### config.mk
export PLATFORM = sky130hd
export DESIGN_NAME = regfile_wb_scheduler
export DESIGN_NICKNAME = d
export VERILOG_FILES = /design/src/rtl/regfile_wb_scheduler.sv
export SDC_FILE = /design/constraint.sdc
export NUM_CORES = 1
export LEC_CHECK = 0
export BUFFER_PORTS_ARGS = -buffer_cell sky130_fd_sc_hd__clkbuf_2
export CAP_MARGIN = 40
export CORE_UTILIZATION = 50
export CTS_CLUSTER_SIZE = 10
export DETAILED_ROUTE_END_ITERATION = 10
export HOLD_SLACK_MARGIN = 0.12
export PLACE_DENSITY = 0.8
export SLEW_MARGIN = 20
export SYNTH_ARGS = -nofsm -noshare
export SYNTH_HDL_FRONTEND = slang
export SYNTH_SLANG_ARGS = --single-unit
### constraint.sdc
create_clock -name clock -period 2.1 [get_ports clock]
set_input_delay 0.105 -clock clock [delete_from_list [all_inputs] [get_ports clock]]
set_output_delay 0.105 -clock clock [all_outputs]
set_load 0.02 [all_outputs]
### src/rtl/regfile_wb_scheduler.sv
// Round-robin write-back arbiter for the register file write port, plus a pending-write scoreboard.
// Optional REGFILE_WB_ZERO_EN: register 0 is hardwired (never written, never pending).
module regfile_wb_scheduler #(
    parameter int DATA_W = 32,
    parameter int ADDR_W = 5
) (
    input  logic              clock,
    input  logic              reset,
    input  logic              a_valid,
    input  logic [ADDR_W-1:0] a_addr,
    input  logic [DATA_W-1:0] a_data,
    output logic              a_ready,
    input  logic              b_valid,
    input  logic [ADDR_W-1:0] b_addr,
    input  logic [DATA_W-1:0] b_data,
    output logic              b_ready,
    input  logic              issue_valid,
    input  logic [ADDR_W-1:0] issue_addr,
    output logic              issue_ready,
    input  logic [ADDR_W-1:0] left_addr,
    input  logic [ADDR_W-1:0] right_addr,
    output logic              operand_stall,
    output logic              wr_en,
    output logic [ADDR_W-1:0] wr_addr,
    output logic [DATA_W-1:0] wr_data,
    output logic              idle
);
    localparam int DEPTH = 1 << ADDR_W;

    logic              prio_q, prio_d;   // 0 = port A preferred, 1 = port B
    logic              wr_en_q, wr_en_d;
    logic [ADDR_W-1:0] wr_addr_q, wr_addr_d;
    logic [DATA_W-1:0] wr_data_q, wr_data_d;
    logic [DEPTH-1:0]  sb_q, sb_d, sb_vis;
    logic              a_acc, b_acc, issue_acc;

`ifdef REGFILE_WB_ZERO_EN
    assign sb_vis = sb_q & ~DEPTH'(1);
`else
    assign sb_vis = sb_q;
`endif

    assign a_ready       = !reset && (!b_valid || !prio_q);
    assign b_ready       = !reset && (!a_valid ||  prio_q);
    assign issue_ready   = !reset && !sb_vis[issue_addr];
    assign operand_stall = !reset && (sb_vis[left_addr] || sb_vis[right_addr]);
    assign idle          = !reset && (sb_q == '0) && !wr_en_q;

    assign a_acc     = a_valid && a_ready;
    assign b_acc     = b_valid && b_ready;
    assign issue_acc = issue_valid && issue_ready;

    assign wr_en   = wr_en_q;
    assign wr_addr = wr_addr_q;
    assign wr_data = wr_data_q;

    always_comb begin
        prio_d    = prio_q;
        wr_en_d   = 1'b0;
        wr_addr_d = wr_addr_q;
        wr_data_d = wr_data_q;
        if (a_acc) begin
            wr_en_d   = 1'b1;
            wr_addr_d = a_addr;
            wr_data_d = a_data;
            prio_d    = 1'b1;
        end else if (b_acc) begin
            wr_en_d   = 1'b1;
            wr_addr_d = b_addr;
            wr_data_d = b_data;
            prio_d    = 1'b0;
        end
`ifdef REGFILE_WB_ZERO_EN
        // Grant is still consumed; only the register-file write is suppressed.
        if (wr_addr_d == '0) wr_en_d = 1'b0;
`endif
    end

    // Clear first so a same-edge issue to the written register keeps it pending.
    always_comb begin
        sb_d = sb_q;
        if (wr_en_q)   sb_d[wr_addr_q]  = 1'b0;
        if (issue_acc) sb_d[issue_addr] = 1'b1;
`ifdef REGFILE_WB_ZERO_EN
        sb_d[0] = 1'b0;
`endif
    end

    always_ff @(posedge clock) begin
        if (reset) begin
            prio_q    <= 1'b0;
            wr_en_q   <= 1'b0;
            wr_addr_q <= '0;
            wr_data_q <= '0;
            sb_q      <= '0;
        end else begin
            prio_q    <= prio_d;
            wr_en_q   <= wr_en_d;
            wr_addr_q <= wr_addr_d;
            wr_data_q <= wr_data_d;
            sb_q      <= sb_d;
        end
    end
endmodule

Yosys cells after proc, flatten, opt, wreduce, memory -nomap -nowiden
Cells that the tools add are included.

operators by class
  $lt $le $gt $ge = 6
  muxes and demuxes = 20
  bitwise gates (word level) = 3
  reduce and logical (&&, ||, !) cells = 22

operators by type and width
  operator            number
  $mux 32             4
  $and 32x32->32      1
  $logic_not 32->1    1
  $not 32->32         1
  $or 32x32->32       1
  $lt 5x6->1 const B  4
  $bmux 1 s5          3
  $logic_and 1x1->1   11
  $demux 1 s5         2
  $ge 5x1->1 const B  2
  $mux 5              2
  $mux 1              9
  $logic_not 1->1     6
  $logic_or 1x1->1    3
  $reduce_bool 2->1   1

storage, ports and cells
  bits in registers = 71
  output and inout port bits = 43

Logic depth before layout (Yosys ltp)
Gate-level depths: netlist of run 1.

  depth after elaboration = 9
  depth in mapped cells = 6

Worst setup path after synthesis of run 1
OpenSTA, ideal clock, no wires.

  path type = register to register
  from = reg prio_q
  to = reg wr_data_q[7] (netlist: wr_data[7])
  library setup time = 0.129 ns
  arrival time = 1.615 ns
  data required time = 1.971 ns
  path slack = 0.356 ns
  cell stages (with the launch flop) = 6
  period minus slack after synthesis = 1.744 ns
  path through = dfxtp_1 a21oi_1 nand2_1 buf_2 mux2i_1 o21ai_0

on the way
  cells in the longest elaborated chain, start to end = 5

RTL lines
  element                                       line  source
  start: declaration                            30    logic prio_q, prio_d;
  start signal: assignment                      97    prio_q <= prio_d;
  $logic_not 1->1 *                             43    assign a_ready = !reset && (!b_valid || !prio_q);
  $logic_or 1x1->1 *                            43
  $logic_and 1x1->1 *                           43
  via a_ready                                   12    output logic a_ready,
  $logic_and 1x1->1 *                           49    assign a_acc = a_valid && a_ready;
  $mux 32 or $reduce_bool 2->1 (tied branches)  n/a
  end signal: assignment                        100   wr_data_q <= wr_data_d;
  end: declaration                              33    logic [DATA_W-1:0] wr_data_q, wr_data_d;

The timed path passes the listed nets; every way through them passes the cells marked *.
A chain may end at the register's enable or synchronous reset.

Final worst setup path of run 1
  from = reg sb_q[6]
  to = out operand_stall

on the way
  cells in the longest elaborated chain, start to end = 4

RTL lines
  element                       line  source
  start: declaration            34    logic [DEPTH-1:0] sb_q, sb_d, sb_vis;
  start signal: assignment      95    sb_q <= '0;
  start signal: assignment      101   sb_q <= sb_d;
  $bmux 1 s5                    46    assign operand_stall = !reset && (sb_vis[left_addr] || sb_vis[right_addr]);
  $mux 1 (not written as such)  46
  $logic_or 1x1->1 *            46
  $logic_and 1x1->1 *           46
  end: declaration              22    output logic operand_stall,

Mark *: on every way between the ends. The rest lies on a longest branch, timed or not. The select of a mux whose other input is x is not followed.

==> results of run 1 <==
power groups by stage:
stage	Combinational, uW	Sequential [uW]	Clock (uW)
2_1_floorplan	270	1550	0
3_3_place_gp	522	1500	0
3_5_place_dp	533	1500	0
4_1_cts	668	1470	1100
5_1_grt	762	1490	1180
6_report	722	1480	1130
flip-flops by register name, indices dropped and copies added (netlist names):
name / count
wr_en: 1
wr_data: 32
wr_addr: 5
prio_q: 1
sb_q: 32
worst max path at each step:
| stage | start | end | slack, ns |
|---|---|---|---|
| 2_1_floorplan | prio_q | wr_data[7] | 0.36 |
| 3_3_place_gp | left_addr[0] | operand_stall | 0.33 |
| 3_5_place_dp | issue_addr[0] | issue_ready | 0.23 |
| 4_1_cts | sb_q[19] | operand_stall | 0.0007 |
| 5_1_grt | sb_q[23] | issue_ready | -0.03 |
| 6_report | sb_q[6] | operand_stall | 0.02 |
area by class of cell:
| cell class | count | area, um2 |
|---|---|---|
| inverters | 3 | 11.3 |
| flip-flops and latches | 71 | 1440 |
| repair buffers | 215 | 1470 |
| multi-input cells | 318 | 2390 |
| well taps | 99 | 124 |
| clock inverters | 6 | 70.1 |
| clock buffers | 10 | 128 |
| fillers | 494 | 1760 |
routing by layer:
metal  track usage  up-vias
met5             0        -
met4         0.302        0
met3        0.0606      113
met2         0.623      397
met1         0.420     2074
li1              -     1963
worst register-to-register path: cells and delay by family (launching register included):
| family | cells | cell delay, ns |
|---|---|---|
| AOI/OAI and AO/OA | 2 | 0.20 |
| DFF | 1 | 0.37 |
| and+or+nand+nor | 1 | 0.12 |
| muxes | 1 | 0.36 |
| buffers and inverters | 2 | 0.86 |
logic make-up (layout without fill, tap and decap cells):
family                 after synthesis  after routing  synth area share
buffers and inverters               32            234            0.0358
AO/OA/AOI/OAI                      104            104             0.143
flip-flops                          71             71             0.363
multiplexers                        61             61             0.235
AND/OR/NAND/NOR                    153            153             0.222
placed cells by master (no fill, tap or decap), types with 3 or more instances in the layout:
master         netlist  routed
nor2b_1             19      19
dfxtp_2              0      18
a211oi_2             0       3
mux2i_1             37      37
dlygate4sd3_1        0      75
mux4_2              21      23
inv_1                3       3
nor3b_1              4       4
nand3b_1            27      27
or4_4                3       3
o21ai_0             74      74
buf_4                2       3
nor4_1               9       8
o21ai_1             11      11
clkbuf_8             0       9
a31oi_1              3       3
nand2_1             58      57
nand3_1              6       6
nand2b_1             5       5
nor2_1               4       4
clkbuf_2             0     135
dfxtp_1             71      53
or3_1                3       3
metrics by stage:
stage	setup TNS (ns)	hold slack [ns]
5_1_grt	-0.0426	0.183
3_5_place_dp	0	0.384
4_1_cts	0	0.167
2_1_floorplan	0	0.289
6_report	0	0.164
3_3_place_gp	0	0.375
timing repair:
| item | CTS | global route |
|---|---|---|
| hold buffers | 75 | 0 |
| pin swaps | 0 | 1 |
| gates resized for setup | 4 | 28 |
| endpoints found under the hold margin | 38 | 0 |
| setup endpoints to repair | 2 | 40 |
| gates cloned | 0 | 0 |
==> impl_metrics.json, run 1 <==
{
  "p_sw_uw": 1020,
  "cts-root-buf": "clkbuf_8",
  "syn_inst": 421,
  "num_antenna_cells": 0,
  "grt_pass1_wl_um": 23600,
  "r2r-start": "prio_q",
  "post-cts-setup-buffers": 0,
  "io_buffer_count": 136,
  "clockPowerShare": 0.339,
  "fin_skew_ns": 0.0166,
  "syn_avg_cell_area_um2": 9.30,
  "final_area_um2": 5640,
  "min_to": "prio_q",
  "synth_seq_area_share": 0.363,
  "final_net_count": 712,
  "gr-total-overflow": 0,
  "internal-power_uw": 2320,
  "ys_seq_elements": 71,
  "drv_cap": 0,
  "wl_met3_um": 1600,
  "crit_arrival_ns": 1.97,
  "synth_ff_type": "dfxtp_1",
  "synth_most_common_cell": "o21ai_0",
  "vias_per_cell": 6.30,
  "cts_made_buffers": 9,
  "slew-limit-headroom": 0.540,
  "clk_pin_slew_ns": 0.10,
  "r2r_end": "wr_data[20]",
  "grt_pass1_vias": 4705,
  "ir_worst_vdd_v": 0.000568,
  "path_max_fanout": 5,
  "dp_cells": 631,
  "pin_count": 137,
  "worst_ep_required_time_ns": 2.00,
  "worst_path_largest_cell_delay_ns": 0.50,
  "synth_cell_types": 44,
  "dr.pass1.iters": 8,
  "m1WireLength_um": 5040,
  "synth_top_cell_by_area": "dfxtp_1",
  "fin_crit_ns": 2.08,
  "postLayoutCoreUtil": 0.762,
  "ctsLongestPathBuffers": 2,
  "postRouteAntennaNets": 0,
  "fmax_ghz": 0.482,
  "ctsHtreeMaxLevel": 3,
  "routed_wl_um": 15300,
  "finalWeightedCongestion": 1.02,
  "cts_num_sinks": 71,
  "cp-end-kind": "output port",
  "vias": 4547,
  "crit_family": "multiplexers",
  "synth_top_area_frac": 0.363,
  "rsz0062_at_grt": "yes",
  "p_seq_frac": 0.445,
  "dieArea_um2": 8190,
  "drcViolationCount": 0,
  "async_flop_share": 0,
  "synth.area.top_cells": "dfxtp_1, mux4_2, mux2i_1",
  "fp.dieH_um": 90.5,
  "area_growth_pct": 44.1,
  "critical_path_depth": 5,
  "r2r_slack_ns": 0.06,
  "worst_setup_path_start_kind": "flip-flop",
  "drv_slew": 0,
  "globalRouteTotalUtil": 0.373,
  "path_cells": "mux4_2 -> a211oi_2 -> nor4b_1 -> a211o_1 -> clkbuf_2",
  "synth_common_cells": "o21ai_0, dfxtp_1, nand2_1, mux2i_1, nand3b_1",
  "pre_cts_ws_ns": 0.232,
  "fin_ws_ns": 0.0244,
  "antenna_found_initial": 0,
  "status": "complete, no violations",
  "grt_max_degree": 39,
  "p_leak_uw": 0.00246,
  "place_area_um2": 4630,
  "wire_per_inst_um": 21.1,
  "yosys_warnings": 0,
  "syn-num-nets": 515,
  "die_x_um": 90.5,
  "critical_path.slowest_cell": "mux4_2",
  "core-area_um2": 7410,
  "cts_tree": "yes",
  "synth_edf_count": 0,
  "worst-path-buf-inv": 1,
  "rows": 31,
  "setup_viol": 0,
  "first_iter_violations": 495,
  "clock_latency_ns": 0.36,
  "worstMarginPinSlew_ns": 0.688,
  "min_path_cells": 3,
  "min_period_over_period": 0.988,
  "combPwrFrac": 0.216,
  "finalPower_uw": 3340,
  "hold_path.class": "input port to flip-flop",
  "wl_met2_um": 7320,
  "dr.max_layer_used": "met4",
  "netSwitchingFraction": 0.305,
  "rr_worst_depth": 6,
  "initial_core_util": 0.529,
  "fin_cells": 722,
  "layout-drive-gt1-share": 0.337,
  "hp-start": "b_valid",
  "syn_area_um2": 3920,
  "hold_viol": 0,
  "crit_type": "flip-flop to output port",
  "dp_hpwl_um": 8430,
  "power_density_nw_per_um2": 592
}
Power figures use the tool's default switching activity.
==> inputs of run 2 (changes only) <==
Settings changed: CORE_MARGIN set to 5.
==> impl_metrics.json, run 2 (synthesis gave the netlist of run 1 again) <==
{
  "min_to": "wr_data[17]",
  "final_net_count": 713,
  "hp-start": "a_data[17]",
  "grt_pass1_vias": 4863,
  "vias_per_cell": 6.29,
  "drv_slew": 0,
  "dp_hpwl_um": 8990,
  "cts_num_sinks": 71,
  "final_area_um2": 5720,
  "postLayoutCoreUtil": 0.744,
  "finalWeightedCongestion": 0.998,
  "grt_pass1_wl_um": 25400,
  "ctsLongestPathBuffers": 2,
  "violations": "negative setup slack",
  "min_path_cells": 3,
  "routed_wl_um": 16600,
  "cts_made_buffers": 9,
  "fin_ws_ns": -0.000746,
  "pin_count": 137,
  "dieArea_um2": 9700,
  "layout-drive-gt1-share": 0.348,
  "cts-root-buf": "clkbuf_8",
  "worst_setup_path_start_kind": "flip-flop",
  "status": "finished with violations",
  "layout_common_cells": "clkbuf_2, o21ai_0, dlygate4sd3_1, nand2_1, dfxtp_1",
  "clock_latency_ns": 0.36,
  "ir_worst_vdd_v": 0.000403,
  "fmax_ghz": 0.476,
  "wire_per_inst_um": 22.9,
  "drv_cap": 0,
  "slew-limit-headroom": 0.588,
  "area_growth_pct": 46.1,
  "clk_pin_slew_ns": 0.10,
  "dr.pass1.iters": 8,
  "postRouteAntennaNets": 0,
  "min_period_over_period": 1.00,
  "rr_worst_depth": 6,
  "vias": 4575,
  "rows": 32,
  "io_buffer_count": 136,
  "worstMarginPinSlew_ns": 0.616,
  "hold_path.class": "input port to flip-flop",
  "r2r_end": "wr_data[25]",
  "setup_viol": 1,
  "r2r_slack_ns": -0.0007,
  "final_common_cell": "clkbuf_2",
  "drcViolationCount": 0,
  "die_x_um": 98.5,
  "gr-total-overflow": 0,
  "first_iter_violations": 590,
  "rsz0062_at_grt": "yes",
  "fp.dieH_um": 98.5,
  "globalRouteTotalUtil": 0.331,
  "holdWs_ns": 0.112,
  "fin_skew_ns": 0.0185,
  "power_density_nw_per_um2": 609,
  "place_area_um2": 4680,
  "initial_core_util": 0.509,
  "r2r-start": "prio_q",
  "path_max_fanout": 37,
  "fin_crit_ns": 2.10,
  "core-area_um2": 7690,
  "cp-end-kind": "flip-flop",
  "crit_arrival_ns": 2.35,
  "ctsHtreeMaxLevel": 3,
  "worst_ep_required_time_ns": 2.35,
  "cts_tree": "yes",
  "hold_viol": 0,
  "crit_type": "flip-flop to flip-flop",
  "antenna_found_initial": 1,
  "grt_max_degree": 43,
  "p_leak_uw": 0.00248
}
==> run 2: per-layer routing <==
layer / share of wire / vias up / track usage
met4: 0.053 / 0 / 0.189
met5: 0 / - / 0
met3: 0.10 / 84 / 0.0856
met2: 0.48 / 365 / 0.548
met1: 0.36 / 2166 / 0.389
li1: - / 1960 / -
==> run 2: cell type report <==
| cell class | count | area, um2 |
|---|---|---|
| multi-input cells | 318 | 2400 |
| fillers | 468 | 1970 |
| repair buffers | 216 | 1510 |
| flip-flops and latches | 71 | 1450 |
| well taps | 102 | 128 |
| clock buffers | 9 | 124 |
| clock inverters | 7 | 96.3 |
| inverters | 3 | 11.3 |
| diodes | 1 | 2.50 |
==> run 2: worst max-delay path by stage <==
stage / start / endpoint / slack [ns] / cells after the start
final: prio_q / wr_data[25] / -0.0007 / 6
after global routing: wr_en / idle / -0.06 / 5
after CTS: sb_q[19] / issue_ready / 0.001 / 5
after detailed placement: issue_addr[0] / issue_ready / 0.13 / 6
after global placement: issue_addr[0] / issue_ready / 0.17 / 6
after floorplan: prio_q / wr_data[7] / 0.36 / 5
==> run 2: worst max-delay path, stage by stage (launching register included) <==
cell	delay, ns
dfxtp_1	0.36
a21oi_2	0.27
nand2_2	0.12
buf_12	0.22
mux2i_1	0.16
dlygate4sd3_1	0.56
o21ai_0	0.31
==> run 2: repair_timing <==
action,4_1_cts,5_1_grt
gates cloned,0,0
hold buffers,73,1
pin swaps,0,4
resized for setup,11,27
endpoints found under the hold margin,37,1
setup endpoints to repair,3,38
buffers inserted,0,0
==> run 2: where the power goes <==
group          internal (uW)  total (uW)  leakage [uW]  switching (uW)
clock network            670        1250      0.000102             578
logic                    359         746       0.00178             387
registers               1410        1490      0.000592            78.9
==> run 2: per-stage QoR <==
| step | cells | worst slack (ns) | total power [uW] | TNS, ns |
|---|---|---|---|---|
| floorplan | 421 | 0.356 | 1820 | 0 |
| CTS | 725 | 0.00148 | 3390 | 0 |
| finish | 727 | -0.000746 | 3490 | -0.000746 |
| global placement | 636 | 0.166 | 2040 | 0 |
| detailed placement | 636 | 0.134 | 2050 | 0 |
| global route | 727 | -0.0606 | 3590 | -0.107 |
